## src/rtl/register_write_scheduler_pkg.sv

```systemverilog
// register_write_scheduler_pkg: shared register-write types, scope decode and scheduler states
package register_write_scheduler_pkg;
  typedef struct packed {
    logic [15:0] number;
    logic [15:0] value;
  } RegisterWrite_t;
  typedef enum logic [1:0] {
    SCOPE_RESERVED = 2'b00,
    SCOPE_GLOBAL   = 2'b01,
    SCOPE_VOICE    = 2'b10,
    SCOPE_VOICEOP  = 2'b11
  } RegScope_t;
  typedef enum logic {
    S_IDLE,
    S_WAIT_FRAME
  } sched_state_t;
  function automatic RegScope_t getRegScope(input logic [1:0] number_hi);
    return RegScope_t'(number_hi);
  endfunction
endpackage

```

## src/rtl/register_write_scheduler_sync.sv

```systemverilog
// sync_fifo: single-clock FIFO with combinational head read and level counter
module sync_fifo #(
  parameter int WIDTH = 32,
  parameter int DEPTH = 16
) (
  input  logic                   i_Clock,
  input  logic                   i_Reset,
  input  logic                   i_Push,
  input  logic                   i_Pop,
  input  logic [WIDTH-1:0]       i_Data,
  output logic [WIDTH-1:0]       o_Data,
  output logic [$clog2(DEPTH):0] o_Level
);
  localparam int AW = $clog2(DEPTH);
  logic [WIDTH-1:0] mem [DEPTH];
  logic [AW-1:0] wr_ptr_q, wr_ptr_d, rd_ptr_q, rd_ptr_d;
  logic [AW:0] level_q, level_d;
  logic push, pop;
  always_comb begin
    push = i_Push && (level_q < (AW+1)'(DEPTH));
    pop = i_Pop && (level_q != '0);
    wr_ptr_d = push ? wr_ptr_q + 1'b1 : wr_ptr_q;
    rd_ptr_d = pop ? rd_ptr_q + 1'b1 : rd_ptr_q;
    level_d = level_q + (AW+1)'(push) - (AW+1)'(pop);
  end
  always_ff @(posedge i_Clock) begin
    if (i_Reset) begin
      wr_ptr_q <= '0;
      rd_ptr_q <= '0;
      level_q <= '0;
    end else begin
      wr_ptr_q <= wr_ptr_d;
      rd_ptr_q <= rd_ptr_d;
      level_q <= level_d;
    end
  end
  always_ff @(posedge i_Clock) if (push) mem[wr_ptr_q] <= i_Data;
  assign o_Data = mem[rd_ptr_q];
  assign o_Level = level_q;
endmodule

```

## src/rtl/register_write_scheduler.sv

```systemverilog
// register_write_scheduler: FIFO-buffers host writes and issues them to the synth bus, holding global writes to the frame boundary
module register_write_scheduler
  import register_write_scheduler_pkg::*;
#(
  parameter int FIFO_DEPTH = 16
) (
  input  logic                        i_Clock,
  input  logic                        i_Reset,
  input  logic                        i_WriteValid,
  output logic                        o_WriteReady,
  input  logic [15:0]                 i_WriteNumber,
  input  logic [15:0]                 i_WriteValue,
  input  logic                        i_FrameStart,
  output logic                        o_RegisterWriteEnable,
  output logic [15:0]                 o_RegisterWriteNumber,
  output logic [15:0]                 o_RegisterWriteValue,
  output logic                        o_GlobalPending,
  output logic                        o_DroppedReserved,
  output logic [$clog2(FIFO_DEPTH):0] o_FifoLevel
);
  localparam int LW = $clog2(FIFO_DEPTH) + 1;
  sched_state_t state_q, state_d;
  RegisterWrite_t held_q, held_d, out_q, out_d, head;
  logic en_q, en_d, drop_q, drop_d, pop, push;
  logic [31:0] fifo_data;
  RegScope_t scope;
  assign o_WriteReady = o_FifoLevel < LW'(FIFO_DEPTH);
  assign push = i_WriteValid && o_WriteReady;
  sync_fifo #(.WIDTH(32), .DEPTH(FIFO_DEPTH)) u_fifo (
    .i_Clock(i_Clock),
    .i_Reset(i_Reset),
    .i_Push(push),
    .i_Pop(pop),
    .i_Data({i_WriteNumber, i_WriteValue}),
    .o_Data(fifo_data),
    .o_Level(o_FifoLevel)
  );
  assign head = RegisterWrite_t'(fifo_data);
  assign scope = getRegScope(head.number[15:14]);
  always_comb begin
    state_d = state_q;
    held_d = held_q;
    out_d = out_q;
    en_d = 1'b0;
    drop_d = 1'b0;
    pop = 1'b0;
    if (state_q == S_WAIT_FRAME) begin
      if (i_FrameStart) begin
        en_d = 1'b1;
        out_d = held_q;
        state_d = S_IDLE;
      end
    end else if (o_FifoLevel != '0) begin
      pop = 1'b1;
      if (scope == SCOPE_RESERVED) drop_d = 1'b1;
      else if (scope == SCOPE_GLOBAL && !i_FrameStart) begin
        held_d = head;
        state_d = S_WAIT_FRAME;
      end else begin
        en_d = 1'b1;
        out_d = head;
      end
    end
  end
  always_ff @(posedge i_Clock) begin
    if (i_Reset) begin
      state_q <= S_IDLE;
      held_q <= '0;
      out_q <= '0;
      en_q <= 1'b0;
      drop_q <= 1'b0;
    end else begin
      state_q <= state_d;
      held_q <= held_d;
      out_q <= out_d;
      en_q <= en_d;
      drop_q <= drop_d;
    end
  end
  assign o_RegisterWriteEnable = en_q;
  assign o_RegisterWriteNumber = out_q.number;
  assign o_RegisterWriteValue = out_q.value;
  assign o_GlobalPending = (state_q == S_WAIT_FRAME);
  assign o_DroppedReserved = drop_q;
endmodule

```

## config.mk

```make
export PLATFORM = sky130hd
export DESIGN_NAME = register_write_scheduler
export DESIGN_NICKNAME = d
export VERILOG_FILES = /design/src/rtl/register_write_scheduler_pkg.sv /design/src/rtl/register_write_scheduler_sync.sv /design/src/rtl/register_write_scheduler.sv
export SDC_FILE = /design/constraint.sdc
export NUM_CORES = 1
export LEC_CHECK = 0
export ABC_CLOCK_PERIOD_IN_PS = 9100
export CAP_MARGIN = 15
export CORE_ASPECT_RATIO = 0.7
export CORE_UTILIZATION = 40
export CTS_CLUSTER_SIZE = 30
export DETAILED_ROUTE_END_ITERATION = 8
export PLACE_DENSITY_LB_ADDON = 0.15
export REMOVE_ABC_BUFFERS = 1
export SLEW_MARGIN = 20
export SYNTH_ARGS = -nofsm -noshare
export SYNTH_HDL_FRONTEND = slang
export SYNTH_SLANG_ARGS = --single-unit
```

## constraint.sdc

```tcl
create_clock -name i_Clock -period 9.1 [get_ports i_Clock]
set_input_delay 1.82 -clock i_Clock [delete_from_list [all_inputs] [get_ports i_Clock]]
set_output_delay 1.82 -clock i_Clock [all_outputs]
set_load 0.01 [all_outputs]
```

# Word-level counts from Yosys, hierarchy flattened

Memory sizes are Yosys's and may differ from the RTL's. A register that Yosys moved wholly into a read port is not among the register bits.
Cells that the tools add are included.

Register bits: 80
Input port bits: 36
Memories kept: 1
Memory bits (writable): 512

Eq/ne operators: 4
Reduce and logical (&&, ||, !) cells: 11
Add/sub/neg operators: 4
Bitwise logic cells: 3
Muxes and demuxes: 22
Order comparisons: 1

Memory list:

| memory     | depth | width | read ports | clocked after Yosys merged registers in | write ports | RTL line                            | source |
|---|---|---|---|---|---|---|---|
| u_fifo.mem | 16    | 32    | 1          | 1                                       | 1           | register_write_scheduler_sync.sv:15 | `logic [WIDTH-1:0] mem [DEPTH];` |

Operators with widths:

| kind                                                 | count |
|---|---|
| 2-to-1 mux 32 bit                                    | 5 |
| 2-to-1 mux 1 bit                                     | 15 |
| adder 4 x 1 -> 4 bit (second input constant)         | 2 |
| 2-to-1 mux 4 bit                                     | 2 |
| AND reduction 4 bit                                  | 2 |
| inequality test 2 bit (second input constant)        | 3 |
| adder 5 x 1 -> 5 bit                                 | 1 |
| < comparator 5 bit (second input constant)           | 1 |
| nonzero test 5 bit                                   | 1 |
| subtractor 5 x 1 -> 5 bit                            | 1 |
| logical AND 1 bit                                    | 4 |
| NOT 1 bit                                            | 3 |
| OR reduction 3 bit                                   | 1 |
| equality test 2 x 1 -> 1 bit (second input constant) | 1 |
| zero test 2 bit                                      | 1 |
| nonzero test 2 bit                                   | 1 |
| zero test 1 bit                                      | 1 |

# Longest topological paths before layout

Depth after elaboration: 6
Depth in mapped cells: 12
Gate-level depth less buffers: 12

# By module

From an unflattened synthesis, not the netlist that was laid out.

Cell total of the unflattened synthesis: 1221
Area, all modules: 23256.1 um2

By module, submodules not included:

| module                   | cells an instance | area each (um2) | instances |
|---|---|---|---|
| sync_fifo                | 892               | 19976.7         | 1 |
| register_write_scheduler | 329               | 3279.4          | 1 |

# Worst setup path before layout

No wires, ideal clock.

Path kind: input to register
Start point: in i_WriteValid
End point: mem u_fifo.mem[3][0], enable pin
Path slack: 4045 ps
Arrival: 4594 ps
Library setup time: 461 ps
Stages: 4
Cell sequence: nor2b_1 -> clkbuf_1 -> nand2_1 -> nor3_1

Cells in the longest elaborated chain, start to end: 4

Ends and longest elaborated chain:

| item                                   | RTL line                            | source |
|---|---|---|
| from (decl)                            | register_write_scheduler.sv:9       | `input logic i_WriteValid,` |
| logical AND 1 bit                      | register_write_scheduler.sv:28      | `assign push = i_WriteValid && o_WriteReady;` |
| logical AND 1 bit                      | register_write_scheduler_sync.sv:20 | `push = i_Push && (level_q < (AW+1)'(DEPTH));` |
| via u_fifo.push                        | register_write_scheduler_sync.sv:18 | `logic push, pop;` |
| 2-to-1 mux 1 bit                       | register_write_scheduler_sync.sv:37 | `always_ff @(posedge i_Clock) if (push) mem[wr_ptr_q] <= i_Data;` |
| 2-to-1 mux 1 bit (not written as such) | register_write_scheduler_sync.sv:37 |  |
| to (decl)                              | register_write_scheduler_sync.sv:15 |  |

The timed path passes the listed nets, and every way through them passes these cells.

# Final worst setup path

Start point: reg state_q, in the netlist o_GlobalPending
End point: out o_GlobalPending

RTL lines:

| item                   | RTL line                       | source |
|---|---|---|
| from (decl)            | register_write_scheduler.sv:22 | `sched_state_t state_q, state_d;` |
| from (signal assigned) | register_write_scheduler.sv:73 | `state_q <= state_d;` |
| to (decl)              | register_write_scheduler.sv:17 | `output logic o_GlobalPending,` |

No word-level cell between the ends.

==> impl_results.md <==
- Outcome: completed
- Post-DRT Antenna Nets: 0
- Most common flop cell mapped by yosys: edfxtp_1
- Area growth from synthesis to layout: 15.5%
- Maximum number of pins on one net before global-route repair: 74
- Slew headroom: 40.4%
- Tightest Hold Check Type: reg -> reg
- Number of sinks on the clock net: 596
- Total of flip-flops plus latches after synthesis: 596
- CP max-delay cell: dfxtp_2
- RSZ-0062 raised after global routing: false
- Critical Path Fanout Max: 20
- Setup TNS Final: 0 ps
- Number of placement rows: 73
- IO Count: 77
- Port buffer count: 76
- Number of optimization iterations in the first detailed-route pass: 5
- Buffers plus inverters on the worst setup path: 2
- Crit Reg-Reg Endpoint: held_q[12]
- Total of fill cells in the finished design: 4889
- TritonCTS Buffers: 57
- Post-synthesis sequential area ratio: 72.7%
- CP Class: reg -> out
- Utilization of the core after routing: 47.3%
- Arrival time at the worst endpoint: 2330 ps
- Latest clock arrival within the worst-skew pair: 610 ps
- Most frequent cells in the layout: edfxtp_1, mux2i_1, mux4_2
- Power Dens Cells: 279 nW/um^2
- Setup bufs post-CTS: 0
- Detail-routed net length per standard cell: 25.5 um
- Cell leakage power: 8.62 nW
- Via count of the first global-routing pass: 12403
- DIE WIDTH: 292 um
- Crit start category: flip-flop
- Vias per inst: 5.52
- Number of antenna cells inserted: 0
- Netlist cell types: 48
- Endpoint required time on the critical path: 7280 ps
- Upper clock frequency limit: 241 MHz
- Number of stages on the worst setup path: 2
- Post-cts sizing count: 0
- Initial antenna violation count: 0
- Count of vias placed by the detailed router: 12261
- Timing endpoint of the critical path: o_GlobalPending
- Total congestion overflow after global routing: 0
- Clock Tree Root: clkbuf_16
- Starting utilization of the core area: 40.9%
- Time the worst path needs with I/O delays and setup: 4150 ps
- Placeable core area: 57400 um^2
- DRC violation total after the first TritonRoute iteration: 927
- Final Hold Vio Count: 0
- Routability congestion estimate from global placement: 0.741
- Clock input transition at the sequential cells of the worst setup and hold paths: 60 ps
- Total setup violations reported at the end of the flow: 0
- Area of the mapped netlist: 23500 um^2
- Number of instances in the synthesized netlist: 1335
- Number of levels in the clock H-tree: 2
- Portion of the clock cycle consumed by the worst path in the final layout: 45.7%
- Share of flip-flops with an asynchronous set or reset after synthesis: 0%
- Most common library cell in the layout ignoring fill and taps: edfxtp_1
- Area occupied by registers: 17100 um^2
- Hold bufs inserted after CTS: 0
- Max capacitance violation total: 0
- Ratio of cells with drive above 1 in the final layout: 17.5%
- Per-instance average area after synthesis: 17.6 um^2
- DIE AREA: 59700 um^2
- Setup crit end kind: primary output
- Worst setup skew after layout: 17.5 ps
- Remaining design rule violation count: 0
- Maximum cell stage delay along the critical path: 650 ps
- Syn. warnings: 0
- TritonCTS clock tree: built
- Global routing usage summed across all routing layers: 19.2%
- Internal reg-to-reg setup slack: 5320 ps
- First-pass GRT wire length: 83.6 mm
- Measured slew at the worst slew-check pin: 892 ps
- DPL Wire Length: 31.3 mm
- Total Power: 7.57 mW
- Number of max-slew violations in the final report: 0
- Number of cell instances on the worst register-to-register path: 7
- Number of enable flip-flop cells after synthesis: 512
- Start point of the critical path: o_GlobalPending
- Worst-path cell chain: buf_4 > clkdlybuf4s50_1
- Maximum clock insertion buffer count: 3
- Height of the die: 205 um
- Top delay family on crit path: buffers and inverters
- Worst-case vdd ir drop: 0.170 mV
- Multi-input logic area: 6100 um^2
- Total Routed Length: 56.6 mm
- Final layout net count: 1471
registers in the layout, indices dropped and copies added, names as in the netlist, 4 cells and up, named ones only:
name,flops
held_q,32
o_RegisterWriteNumber,16
o_RegisterWriteValue,16
u_fifo.mem,512
u_fifo.o_Level,5
u_fifo.rd_ptr_q,4
u_fifo.wr_ptr_q,4
final cells by class:
class	instances	share of cell area, %
clock buffers	82	6.21
flip-flops and latches	596	63.0
well taps	750	3.46
repair buffers	114	3.86
clock inverters	26	0.840
inverters	13	0.189
multi-input cells	641	22.5
where the power goes:
group / internal, mW / total, mW / switching, mW
registers: 3.14 / 3.30 / 0.160
clock network: 1.39 / 2.41 / 1.01
logic: 0.860 / 1.87 / 1.01
total: 5.39 / 7.57 / 2.18
worst reg2reg max path, cell delays in order, from the launching register on:
cell,delay [ps]
dfxtp_4,620
buf_4,670
mux2i_1,220
mux4_2,560
nor2b_1,200
o211ai_1,690
buf_4,490
mux2i_1,280
routing by layer:
metal / GRT usage (%) / wire [um] / share of wire [%]
met1: 28.7 / 27600 / 49
met2: 29.9 / 25700 / 45
met3: 2.71 / 2470 / 4.4
met4: 4.15 / 842 / 1.5
met5: 0 / 0 / 0
metrics by stage:
stage	instance area, um^2	hold slack (ps)	setup slack [ps]	std cells
6_report	27100	456	4950	2222
3_3_place_gp	25200	442	4300	2114
4_1_cts	27100	461	4890	2222
2_1_floorplan	23100	435	2420	1250
3_5_place_dp	25200	450	4300	2114
5_1_grt	27100	476	4830	2222
logic make-up after synthesis:
logic type      count (synthesis)  synth area share, %
compound gates                199                 5.99
simple gates                  192                 3.54
xor+xnor                        9                0.336
flops                         596                 72.7
fa+ha+maj                      12                0.672
buf+inv                        98                 1.92
mux                           229                 14.9
cell usage after synthesis, drive strengths merged (11+ instances only):
master	n	area [um^2]
dfxtp	84	1680
ha	11	138
mux4	94	2120
clkbuf	47	176
nand2	71	267
o21a	29	218
a22o	30	263
nor2	63	236
o22a	28	245
o21ai	62	310
o211ai	29	218
buf	38	225
edfxtp	512	15400
inv	13	48.8
nand3	30	150
mux2i	134	1370
how the worst min path moves through the flow:
stage                             startpoint                  endpoint  slack (ps)  cells past startpoint
CTS                               held_q[19]                held_q[19]         460                      2
global route                      held_q[19]                held_q[19]         480                      2
global placement                  held_q[20]                held_q[20]         440                      2
floorplan                         held_q[16]                held_q[16]         430                      2
finish              o_RegisterWriteNumber[7]  o_RegisterWriteNumber[7]         460                      2
detailed placement                held_q[28]                held_q[28]         450                      2
Power figures use the tool's default switching activity.
